File: config.mk
export PLATFORM = sky130hd
export DESIGN_NAME = mult_arithmetic_iter
export DESIGN_NICKNAME = d
export VERILOG_FILES = /design/src/rtl/posit_mult_pkg.sv /design/src/rtl/mult_arithmetic_iter_shift_add_mult.sv /design/src/rtl/mult_arithmetic_iter.sv
export SDC_FILE = /design/constraint.sdc
export NUM_CORES = 1
export LEC_CHECK = 0
export ABC_AREA = 1
export CAP_MARGIN = 40
export CORE_ASPECT_RATIO = 1.25
export CORE_UTILIZATION = 38
export DETAILED_ROUTE_END_ITERATION = 16
export PLACE_DENSITY_LB_ADDON = 0.15
export RECOVER_POWER = 25
export SETUP_SLACK_MARGIN = 0.3
export SLEW_MARGIN = 20
export SYNTH_ARGS = -nofsm -noshare
export SYNTH_HDL_FRONTEND = slang
export SYNTH_HIERARCHICAL = 1
export SYNTH_SLANG_ARGS = --single-unit
File: constraint.sdc
create_clock -name clk -period 7.7 [get_ports clk]
set_input_delay 0.77 -clock clk [delete_from_list [all_inputs] [get_ports clk]]
set_output_delay 0.77 -clock clk [all_outputs]
set_load 0.01 [all_outputs]
File: src/rtl/posit_mult_pkg.sv
// posit_mult_pkg
// Shared definitions for the iterative posit multiplier:
//   - state_t      : FSM state encoding of mult_arithmetic_iter
//   - RS_DEFAULT / RO_SAT_DEFAULT : regime width and R_O saturation value
//                    for the default N=8 configuration
//   - ro_sat()     : R_O saturation constant 2^RS for any regime width
//   - calc_r_o()   : regime shift amount derived from the combined scale
package posit_mult_pkg;

  typedef enum logic [1:0] {
    IDLE = 2'd0,
    MUL  = 2'd1,
    DONE = 2'd2
  } state_t;

  localparam int RS_DEFAULT     = 3;
  localparam int RO_SAT_DEFAULT = 1 << RS_DEFAULT;

  // Largest regime shift representable: 2^RS (only bit RS set).
  function automatic logic [31:0] ro_sat(input int rs);
    return 32'd1 << rs;
  endfunction

  // total_eo is the combined scale sign-extended to 32 bits.
  // k = total_eo >>> es; shift is -k for negative regimes, k+1 otherwise,
  // clamped to 2^rs so it always fits in rs+1 bits.
  function automatic logic [31:0] calc_r_o(input logic signed [31:0] total_eo,
                                           input int es, input int rs);
    logic signed [31:0] k;
    logic [31:0]        mag;
    k = total_eo >>> es;
    if (k < 0) mag = -k;
    else       mag = k + 1;
    if (mag > ro_sat(rs)) mag = ro_sat(rs);
    return mag;
  endfunction

endpackage

File: src/rtl/mult_arithmetic_iter_shift_add_mult.sv
// shift_add_mult
// Radix-2 shift-add multiplier, one multiplier bit per cycle, LSB first.
// Ports:
//   clk, rst        : clock, asynchronous active-high reset
//   start           : load operands, clear accumulator and counter
//   mcand, mplier   : N-bit unsigned operands (sampled on start)
//   busy            : iterations in progress
//   last            : current cycle performs the final iteration
//   acc_next        : accumulator value after this cycle's iteration;
//                     equals the full product while last is high
module shift_add_mult #(
  parameter int N = 8
) (
  input  logic           clk,
  input  logic           rst,
  input  logic           start,
  input  logic [N-1:0]   mcand,
  input  logic [N-1:0]   mplier,
  output logic           busy,
  output logic           last,
  output logic [2*N-1:0] acc_next
);
  localparam int CW = $clog2(N + 1);

  logic [2*N-1:0] mcand_q, mcand_d;
  logic [N-1:0]   mplier_q, mplier_d;
  logic [2*N-1:0] acc_q, acc_d;
  logic [CW-1:0]  cnt_q, cnt_d;
  logic           busy_q, busy_d;

  assign last     = busy_q && (cnt_q == CW'(N - 1));
  assign busy     = busy_q;
  assign acc_next = acc_d;

  always_comb begin
    mcand_d  = mcand_q;
    mplier_d = mplier_q;
    acc_d    = acc_q;
    cnt_d    = cnt_q;
    busy_d   = busy_q;
    if (start) begin
      mcand_d  = {{N{1'b0}}, mcand};
      mplier_d = mplier;
      acc_d    = '0;
      cnt_d    = '0;
      busy_d   = 1'b1;
    end else if (busy_q) begin
      // Multiplicand moves left while the multiplier moves right, so the
      // current multiplier bit is always bit 0.
      if (mplier_q[0]) acc_d = acc_q + mcand_q;
      mcand_d  = mcand_q << 1;
      mplier_d = mplier_q >> 1;
      cnt_d    = cnt_q + CW'(1);
      if (last) busy_d = 1'b0;
    end
  end

  always_ff @(posedge clk or posedge rst) begin
    if (rst) begin
      mcand_q  <= '0;
      mplier_q <= '0;
      acc_q    <= '0;
      cnt_q    <= '0;
      busy_q   <= 1'b0;
    end else begin
      mcand_q  <= mcand_d;
      mplier_q <= mplier_d;
      acc_q    <= acc_d;
      cnt_q    <= cnt_d;
      busy_q   <= busy_d;
    end
  end

endmodule

File: src/rtl/mult_arithmetic_iter.sv
// mult_arithmetic_iter
// Iterative posit multiply stage feeding the Rounding stage. Captures a
// decoded operand pair, multiplies mantissas over N cycles, normalises the
// product and forms the combined scale, regime shift and exponent.
// Ports:
//   clk, reset            : clock, asynchronous active-high reset
//   in_valid / in_ready   : operand handshake
//   S*, R*, E*, M*        : operand sign, regime k, exponent, mantissa
//   inf*, zero*           : operand special flags
//   out_valid / out_ready : result handshake (held stable while stalled)
//   Mult_Mant_N           : normalised product, leading one at MSB
//   Total_EO, E_O, R_O    : combined scale, result exponent, regime shift
//   inf, zero, Operation  : special result flags and result sign
module mult_arithmetic_iter
  import posit_mult_pkg::*;
#(
  parameter int N  = 8,
  parameter int ES = 4,
  parameter int RS = $clog2(N)
) (
  input  logic              clk,
  input  logic              reset,
  input  logic              in_valid,
  output logic              in_ready,
  input  logic              S1,
  input  logic              S2,
  input  logic [RS:0]       R1,
  input  logic [RS:0]       R2,
  input  logic [ES-1:0]     E1,
  input  logic [ES-1:0]     E2,
  input  logic [N-1:0]      M1,
  input  logic [N-1:0]      M2,
  input  logic              inf1,
  input  logic              inf2,
  input  logic              zero1,
  input  logic              zero2,
  output logic              out_valid,
  input  logic              out_ready,
  output logic [2*N-1:0]    Mult_Mant_N,
  output logic [RS+ES+1:0]  Total_EO,
  output logic [ES-1:0]     E_O,
  output logic [RS:0]       R_O,
  output logic              inf,
  output logic              zero,
  output logic              Operation
);
  localparam int TW = RS + ES + 2;

  state_t state_q, state_d;

  // Captured operand fields (mantissas live inside the multiplier).
  logic          sign_q, sign_d;
  logic [RS:0]   r1_q, r1_d, r2_q, r2_d;
  logic [ES-1:0] e1_q, e1_d, e2_q, e2_d;
  logic          inf_in_q, inf_in_d, zero_in_q, zero_in_d;

  // Result registers.
  logic [2*N-1:0] mant_q, mant_d;
  logic [TW-1:0]  total_q, total_d;
  logic [ES-1:0]  e_o_q, e_o_d;
  logic [RS:0]    r_o_q, r_o_d;
  logic           inf_q, inf_d, zero_q, zero_d, op_q, op_d;

  logic           accept, special_in, mult_start;
  logic           mult_busy, mult_last;
  logic [2*N-1:0] product;
  logic           ovf;
  logic [TW-1:0]  r1_ext, r2_ext, total_sum;
  logic [31:0]    total_ext;

  assign in_ready   = (state_q == IDLE) || ((state_q == DONE) && out_ready);
  assign accept     = in_valid && in_ready;
  assign special_in = inf1 | inf2 | zero1 | zero2;
  assign mult_start = accept && !special_in;

  shift_add_mult #(.N(N)) u_mult (
    .clk      (clk),
    .rst      (reset),
    .start    (mult_start),
    .mcand    (M1),
    .mplier   (M2),
    .busy     (mult_busy),
    .last     (mult_last),
    .acc_next (product)
  );

  // Scale arithmetic works from captured fields and the final product only.
  assign ovf       = product[2*N-1];
  assign r1_ext    = {{(TW-RS-1){r1_q[RS]}}, r1_q};
  assign r2_ext    = {{(TW-RS-1){r2_q[RS]}}, r2_q};
  assign total_sum = (r1_ext << ES) + TW'(e1_q) + (r2_ext << ES) + TW'(e2_q)
                   + {{(TW-1){1'b0}}, ovf};
  assign total_ext = {{(32-TW){total_sum[TW-1]}}, total_sum};

  always_comb begin
    state_d   = state_q;
    sign_d    = sign_q;
    r1_d      = r1_q;
    r2_d      = r2_q;
    e1_d      = e1_q;
    e2_d      = e2_q;
    inf_in_d  = inf_in_q;
    zero_in_d = zero_in_q;
    mant_d    = mant_q;
    total_d   = total_q;
    e_o_d     = e_o_q;
    r_o_d     = r_o_q;
    inf_d     = inf_q;
    zero_d    = zero_q;
    op_d      = op_q;

    case (state_q)
      IDLE: if (accept) state_d = MUL;
      MUL: begin
        if (inf_in_q || zero_in_q) begin
          // Specials bypass the iteration loop and finish after one cycle.
          state_d = DONE;
          mant_d  = '0;
          total_d = '0;
          e_o_d   = '0;
          r_o_d   = '0;
          inf_d   = inf_in_q;
          zero_d  = !inf_in_q && zero_in_q;
          op_d    = sign_q;
        end else if (mult_last) begin
          state_d = DONE;
          mant_d  = ovf ? product : {product[2*N-2:0], 1'b0};
          total_d = total_sum;
          e_o_d   = total_sum[ES-1:0];
          r_o_d   = (RS+1)'(calc_r_o(total_ext, ES, RS));
          inf_d   = 1'b0;
          zero_d  = 1'b0;
          op_d    = sign_q;
        end
      end
      DONE: if (out_ready) state_d = accept ? MUL : IDLE;
      default: state_d = IDLE;
    endcase

    if (accept) begin
      sign_d    = S1 ^ S2;
      r1_d      = R1;
      r2_d      = R2;
      e1_d      = E1;
      e2_d      = E2;
      inf_in_d  = inf1 | inf2;
      zero_in_d = zero1 | zero2;
    end
  end

  always_ff @(posedge clk or posedge reset) begin
    if (reset) begin
      state_q   <= IDLE;
      sign_q    <= 1'b0;
      r1_q      <= '0;
      r2_q      <= '0;
      e1_q      <= '0;
      e2_q      <= '0;
      inf_in_q  <= 1'b0;
      zero_in_q <= 1'b0;
      mant_q    <= '0;
      total_q   <= '0;
      e_o_q     <= '0;
      r_o_q     <= '0;
      inf_q     <= 1'b0;
      zero_q    <= 1'b0;
      op_q      <= 1'b0;
    end else begin
      state_q   <= state_d;
      sign_q    <= sign_d;
      r1_q      <= r1_d;
      r2_q      <= r2_d;
      e1_q      <= e1_d;
      e2_q      <= e2_d;
      inf_in_q  <= inf_in_d;
      zero_in_q <= zero_in_d;
      mant_q    <= mant_d;
      total_q   <= total_d;
      e_o_q     <= e_o_d;
      r_o_q     <= r_o_d;
      inf_q     <= inf_d;
      zero_q    <= zero_d;
      op_q      <= op_d;
    end
  end

  // busy is informational here; the FSM tracks the loop via last.
  logic unused_busy;
  assign unused_busy = mult_busy;

  assign out_valid   = (state_q == DONE);
  assign Mult_Mant_N = mant_q;
  assign Total_EO    = total_q;
  assign E_O         = e_o_q;
  assign R_O         = r_o_q;
  assign inf         = inf_q;
  assign zero        = zero_q;
  assign Operation   = op_q;

endmodule
Word-level counts from Yosys, hierarchy flattened

Index checks and enable logic that the tools add are counted.

Register bits after elaboration: 102
Input port bits: 42
Logic and storage cells: 92

Mux-type cells: 37
Bitwise logic cells: 5
Add/subtract/negate cells: 8
Reductions and logical operators: 14
Order comparisons: 2
Eq/ne operators: 6

Operator list:

| cell                                                       | number |
|---|---|
| 2-to-1 mux 16 bit                                          | 8 |
| 2-to-1 mux 32 bit                                          | 4 |
| > comparator 32 x 4 -> 1 bit, second input constant        | 1 |
| negator 5 -> 32 bit                                        | 1 |
| 2-to-1 mux 4 bit                                           | 7 |
| 2-to-1 mux 9 bit                                           | 2 |
| adder 16 bit                                               | 1 |
| 2-to-1 mux 8 bit                                           | 2 |
| adder 8 x 5 -> 9 bit                                       | 1 |
| adder 9 x 1 -> 9 bit                                       | 1 |
| adder 9 x 4 -> 9 bit                                       | 1 |
| adder 9 bit                                                | 1 |
| 2-to-1 mux 1 bit                                           | 9 |
| 2-to-1 mux 2 bit                                           | 4 |
| adder 5 x 2 -> 6 bit, second input constant                | 1 |
| one-hot mux 2 bit (3 select lines)                         | 1 |
| logical AND 1 bit                                          | 5 |
| less-than comparator 5 x 1 -> 1 bit, second input constant | 1 |
| adder 4 x 1 -> 4 bit, second input constant                | 1 |
| equality test 4 x 3 -> 1 bit, second input constant        | 1 |
| OR 1 bit                                                   | 4 |
| nonzero test 2 bit                                         | 2 |
| inequality test 3 bit, second input constant               | 1 |
| AND reduction 3 bit                                        | 1 |
| other kinds (9)                                            | 11 |

Depth between registers and ports, before layout

Depth after elaboration: 16
Gate-level depth with buffers: 30

By module

Netlist, hierarchy kept.

Modules (own cells, without submodules):

| module               | times used | cells an instance | area each (um^2) |
|---|---|---|---|
| mult_arithmetic_iter | 1          | 347               | 2837.7 |
| shift_add_mult       | 1          | 366               | 2773.9 |

Worst setup path before layout

OpenSTA, ideal clock, no wires.

Path kind: input to register
Start point: input out_ready
End point: register r_o_q[0], in the netlist R_O[0]
Slack: 4041 ps
Setup time: 66 ps
Cell stages on the path: 25
Buffers on the path: 0
Arrival: 3593 ps
Required time: 7634 ps
Cell sequence: nor2_1 nor2_1 nand2_1 nor4_1 nor2_1 nand2_1 inv_1 fa_1 inv_1 fa_1 inv_1 nand3_1 nand3_1 nand2_4 inv_2 ha_1 inv_1 nand3_1 nand2_1 nand2_1 nand2_1 nand2_1 nand3_2 nand3_1 nand2_1

Word-level cells in the longest chain between the ends: 15

RTL lines:

| what                         | RTL line                                  | source |
|---|---|---|
| start, declared              | mult_arithmetic_iter.sv:38                | `input logic out_ready,` |
| logical AND 1 bit (*)        | mult_arithmetic_iter.sv:71                | `assign in_ready = (state_q == IDLE) \|\| ((state_q == DONE) && out_ready);` |
| logical OR 1 bit (*)         | mult_arithmetic_iter.sv:71                |  |
| net in_ready                 | mult_arithmetic_iter.sv:24                | `output logic in_ready,` |
| logical AND 1 bit (*)        | mult_arithmetic_iter.sv:72                | `assign accept = in_valid && in_ready;` |
| logical AND 1 bit (*)        | mult_arithmetic_iter.sv:74                | `assign mult_start = accept && !special_in;` |
| net mult_start               | mult_arithmetic_iter.sv:64                | `logic accept, special_in, mult_start;` |
| 2-to-1 mux 16 bit (*)        | mult_arithmetic_iter_shift_add_mult.sv:41 | `if (start) begin` |
| net product[15]              | mult_arithmetic_iter.sv:66                | `logic [2*N-1:0] product;` |
| (+2 left out)                | n/a                                       |  |
| 2-to-1 mux 32 bit (*)        | posit_mult_pkg.sv:32                      | `if (k < 0) mag = -k;` |
| 2-to-1 mux 32 bit (*)        | mult_arithmetic_iter.sv:125               | `end else if (mult_last) begin` |
| 2-to-1 mux 32 bit (*)        | mult_arithmetic_iter.sv:115               | `if (inf_in_q \|\| zero_in_q) begin` |
| 2-to-1 mux 32 bit (*)        | mult_arithmetic_iter.sv:112               | `case (state_q)` |
| > comparator 32 x 4 -> 1 bit | posit_mult_pkg.sv:34                      | `if (mag > ro_sat(rs)) mag = ro_sat(rs);` |
| 2-to-1 mux 4 bit (*)         | posit_mult_pkg.sv:34                      |  |
| 2-to-1 mux 4 bit (*)         | mult_arithmetic_iter.sv:125               |  |
| 2-to-1 mux 4 bit (*)         | mult_arithmetic_iter.sv:115               |  |
| end signal, assigned         | mult_arithmetic_iter.sv:180               | `r_o_q <= r_o_d;` |
| end, declared                | mult_arithmetic_iter.sv:61                | `logic [RS:0] r_o_q, r_o_d;` |

The timed path passes the listed nets; every way through them passes the cells marked *. The select of a mux whose other input is x is not followed.
A chain may end at the register's enable or synchronous reset.

Worst setup path in the final report

Start point: input out_ready
End point: register r_o_q[2], in the netlist R_O[2]

Word-level cells in the longest chain between the ends: 15

RTL lines:

| what                                               | RTL line                                  | source |
|---|---|---|
| logical AND 1 bit (*)                              | mult_arithmetic_iter.sv:71                |  |
| logical OR 1 bit (*)                               | mult_arithmetic_iter.sv:71                |  |
| logical AND 1 bit (*)                              | mult_arithmetic_iter.sv:72                |  |
| logical AND 1 bit (*)                              | mult_arithmetic_iter.sv:74                |  |
| net mult_start                                     | mult_arithmetic_iter.sv:64                |  |
| 2-to-1 mux 16 bit (*)                              | mult_arithmetic_iter_shift_add_mult.sv:41 |  |
| net product[15]                                    | mult_arithmetic_iter.sv:66                |  |
| adder 9 x 1 -> 9 bit (*)                           | mult_arithmetic_iter.sv:92                | `+ {{(TW-1){1'b0}}, ovf};` |
| adder 5 x 2 -> 6 bit, or another cell as far along | posit_mult_pkg.sv:33                      | `else mag = k + 1;` |
| 2-to-1 mux 32 bit (*)                              | posit_mult_pkg.sv:32                      |  |
| 2-to-1 mux 32 bit (*)                              | mult_arithmetic_iter.sv:125               |  |
| 2-to-1 mux 32 bit (*)                              | mult_arithmetic_iter.sv:115               |  |
| 2-to-1 mux 32 bit (*)                              | mult_arithmetic_iter.sv:112               |  |
| > comparator 32 x 4 -> 1 bit                       | posit_mult_pkg.sv:34                      |  |
| 2-to-1 mux 4 bit (*)                               | posit_mult_pkg.sv:34                      |  |
| 2-to-1 mux 4 bit (*)                               | mult_arithmetic_iter.sv:125               |  |
| 2-to-1 mux 4 bit (*)                               | mult_arithmetic_iter.sv:115               |  |

Marked as above.

==> flow_summary.yaml <==
finish:
  fin_area_um2: 6900
  flow.area_growth_from_synthesis_pct: 23.0
  seq_area_um2: 2450
  nFillCells: 1421
  multi_input_area_um2: 2660
  drive_above_1_share_pct: 8.84
  final_common_cell: "nand2_1"
  final_cell_mix: "nand2_1, dfrtp_1, inv_1"
  layout.nets: 857
  antenna_cells: 0
  final_util_pct: 47.9
drt:
  antenna_left: 0
  route.detailed.wl_per_inst_um: 14.3
  routed_wl_um: 13900
  via_per_inst: 4.97
  first_iter_violations: 183
  drcViolationCount: 0
  num_vias: 4819
  drt_pass1_iterations: 5
global_routing:
  antenna_found_initial: 0
  grt_pass1_vias: 4953
  grt_pass1_wl_um: 23800
  grt-ovfl-total: 0
  grt_max_degree: 46
  grtUsageTotal_pct: 19.7
logic_synthesis:
  syn-cell-area_um2: 5610
  yosys_warnings: 6
  yosysSeqAreaShare_pct: 43.7
  syn_nets: 783
  synth-seq-cells: 98
  synthCells: 713
  syn_area_per_cell_um2: 7.87
  synth_cell_type_count: 37
clocking:
  cts_sinks: 98
  hold_buffers: 0
  numCtsBuffers: 9
  post_cts_buffers: 0
  htree_levels: 3
  cts_buffer_depth: 2
  root_buffer: "clkbuf_16"
  path_clk_slew_ps: 70
  cts_resized: 0
  clock_latency_ps: 350
  cts_tree: "yes"
setup_path:
  crit_type: "in -> reg"
  slowest_stage: "clkdlybuf4s50_1"
  cp-start-kind: "input pin"
  required_ps: 7990
  cp_max_fo: 23
  crit_buf_inv: 8
  crit_arrival_ps: 4850
  crit_path_end_kind: "flop"
  crit_family: "simple AND/OR/NAND/NOR gates"
  max_stage_delay_ps: 460
  cpMostUsedCell: "nand2_1"
floorplanning:
  die-width_um: 111
  fp.coreArea_um2: 14400
  fp-row-count: 49
  initial_core_util_pct: 38.9
  die_h_um: 138
  boundaryPins: 80
  die-area_um2: 15300
power:
  total_power_mw: 3.13
  power_density_nw_per_um2: 453
  p_leak_nw: 3.43
  max-vdd-ir-drop_uv: 216
run_status:
  outcome: "complete, but fails checks"
  failed_checks: "max-capacitance violations, max-slew violations"
sta:
  holdWs_ps: 484
  finalSetupViolCount: 0
  maxSlewViolCount: 46
  max_slew_margin_pct: -65.6
  skew_ps: 12.3
  rsz0062_at_grt: "no"
  fin_tns_setup_ps: 0
  period_needed_ps: 4560
  worst_pin_slew_ps: 2480
  final_hold_viol_count: 0
  fmax_mhz: 219
  min_period_over_period_pct: 59.2
placed_design:
  dp.final_hpwl_um: 10300
  place.gp.congestion: 0.861
  portBuffers: 79
  place_area_um2: 6560
hold_path:
  hp-class: "reg -> reg"
job:
  maxCapViolCount: 1
-- state kept, by name, summed over array words and instances (netlist names), 4 cells and up --
register         flops
e1_q                 4
e2_q                 4
r1_q                 4
R_O                  4
Total_EO             9
u_mult/cnt_q         4
u_mult/mcand_q      16
r2_q                 4
u_mult/mplier_q      8
Mult_Mant_N         16
u_mult/acc_q        16
-- final timing paths --
| check | from | end | slack (ps) | depth (start not counted) |
|---|---|---|---|---|
| hold reg to reg | sign_q$_DFFE_PP0P_ | Operation$_DFFE_PP0P_ | 480 | 2 |
| setup / recovery | out_ready | R_O[2]$_DFFE_PP0P_ | 3140 | 28 |
| min in group asynchronous | reset | Operation$_DFFE_PP0P_ | 1130 | 2 |
| max in group asynchronous | reset | u_mult/acc_q[9]$_DFF_PP0_ | 4480 | 3 |
| setup reg to reg | state_q[1]$_DFFE_PP0P_ | R_O[2]$_DFFE_PP0P_ | 3540 | 28 |
| hold / removal | sign_q$_DFFE_PP0P_ | Operation$_DFFE_PP0P_ | 480 | 2 |
-- final cells by class --
| cell class | count | share of cell area [%] |
|---|---|---|
| clock buffer | 9 | 3.26 |
| clock inverter | 7 | 1.09 |
| inverter | 104 | 5.66 |
| multi-input combinational | 487 | 38.5 |
| sequential | 98 | 35.5 |
| tap | 178 | 3.23 |
| timing repair buffer | 87 | 12.7 |
-- worst register-to-register path: cells and delay by family, from the launching register on --
kind	cells	cell delay (ps)
fa+ha+maj	3	750
buf+inv	8	940
flops	1	400
simple gates	17	2010
-- cells in the mapped netlist --
cell type | count | share of area (%)
a21oi_1 | 22 | 2.0
a21oi_2 | 4 | 0.62
a22o_1 | 1 | 0.16
a32o_1 | 3 | 0.54
buf_1 | 1 | 0.067
buf_2 | 11 | 0.98
buf_4 | 4 | 0.54
clkbuf_1 | 8 | 0.54
dfrtp_1 | 98 | 44
fa_1 | 3 | 1.1
ha_1 | 25 | 5.6
inv_1 | 95 | 6.4
inv_2 | 9 | 0.60
mux2i_1 | 12 | 2.1
nand2_1 | 216 | 14
nand2_2 | 17 | 1.9
nand2_4 | 2 | 0.40
nand3_1 | 34 | 3.0
nand3_2 | 8 | 1.4
nand3b_1 | 2 | 0.27
nand4_1 | 1 | 0.11
nor2_1 | 42 | 2.8
nor3_1 | 4 | 0.36
nor3_2 | 3 | 0.54
nor4_1 | 3 | 0.33
o211ai_1 | 1 | 0.13
o21a_1 | 1 | 0.13
o21ai_0 | 47 | 4.2
o21ai_2 | 1 | 0.16
o221ai_1 | 13 | 2.0
o22ai_1 | 7 | 0.78
o31ai_1 | 2 | 0.27
or2_0 | 1 | 0.11
or2_1 | 1 | 0.11
or2_2 | 2 | 0.22
xnor2_1 | 5 | 0.78
xor2_1 | 4 | 0.62
-- power breakdown --
group,internal (mW),switching (mW),total (mW),leakage [nW]
Clock,0.254,0.208,0.463,0.144
Sequential,0.715,0.128,0.844,1.27
Combinational,0.695,1.13,1.82,2.03
Total,1.66,1.46,3.13,3.43
-- metal layers --
layer	track usage, %	part of all wire (%)	up-vias
li1	-	-	2434
met1	22.8	42	2287
met2	36.9	53	85
met3	4.02	3.3	13
met4	5.63	1.6	0
met5	0	0	-
-- through the flow --
step | worst slack [ps] | std cells
5_1_grt | 2740 | 970
3_5_place_dp | 2480 | 951
3_3_place_gp | 2680 | 950
6_report | 3140 | 970
2_1_floorplan | 4040 | 713
4_1_cts | 2840 | 967
-- logic make-up after synthesis --
logic type	synth area share, %
muxes	2.14
xor gates and xnor gates	1.40
and+or+nand+nor	26.1
adders and majority gates	6.64
buffers and inverters	9.07
DFF	43.7
AOI/OAI and AO/OA	11.0
(Power assumes the default switching activity.)
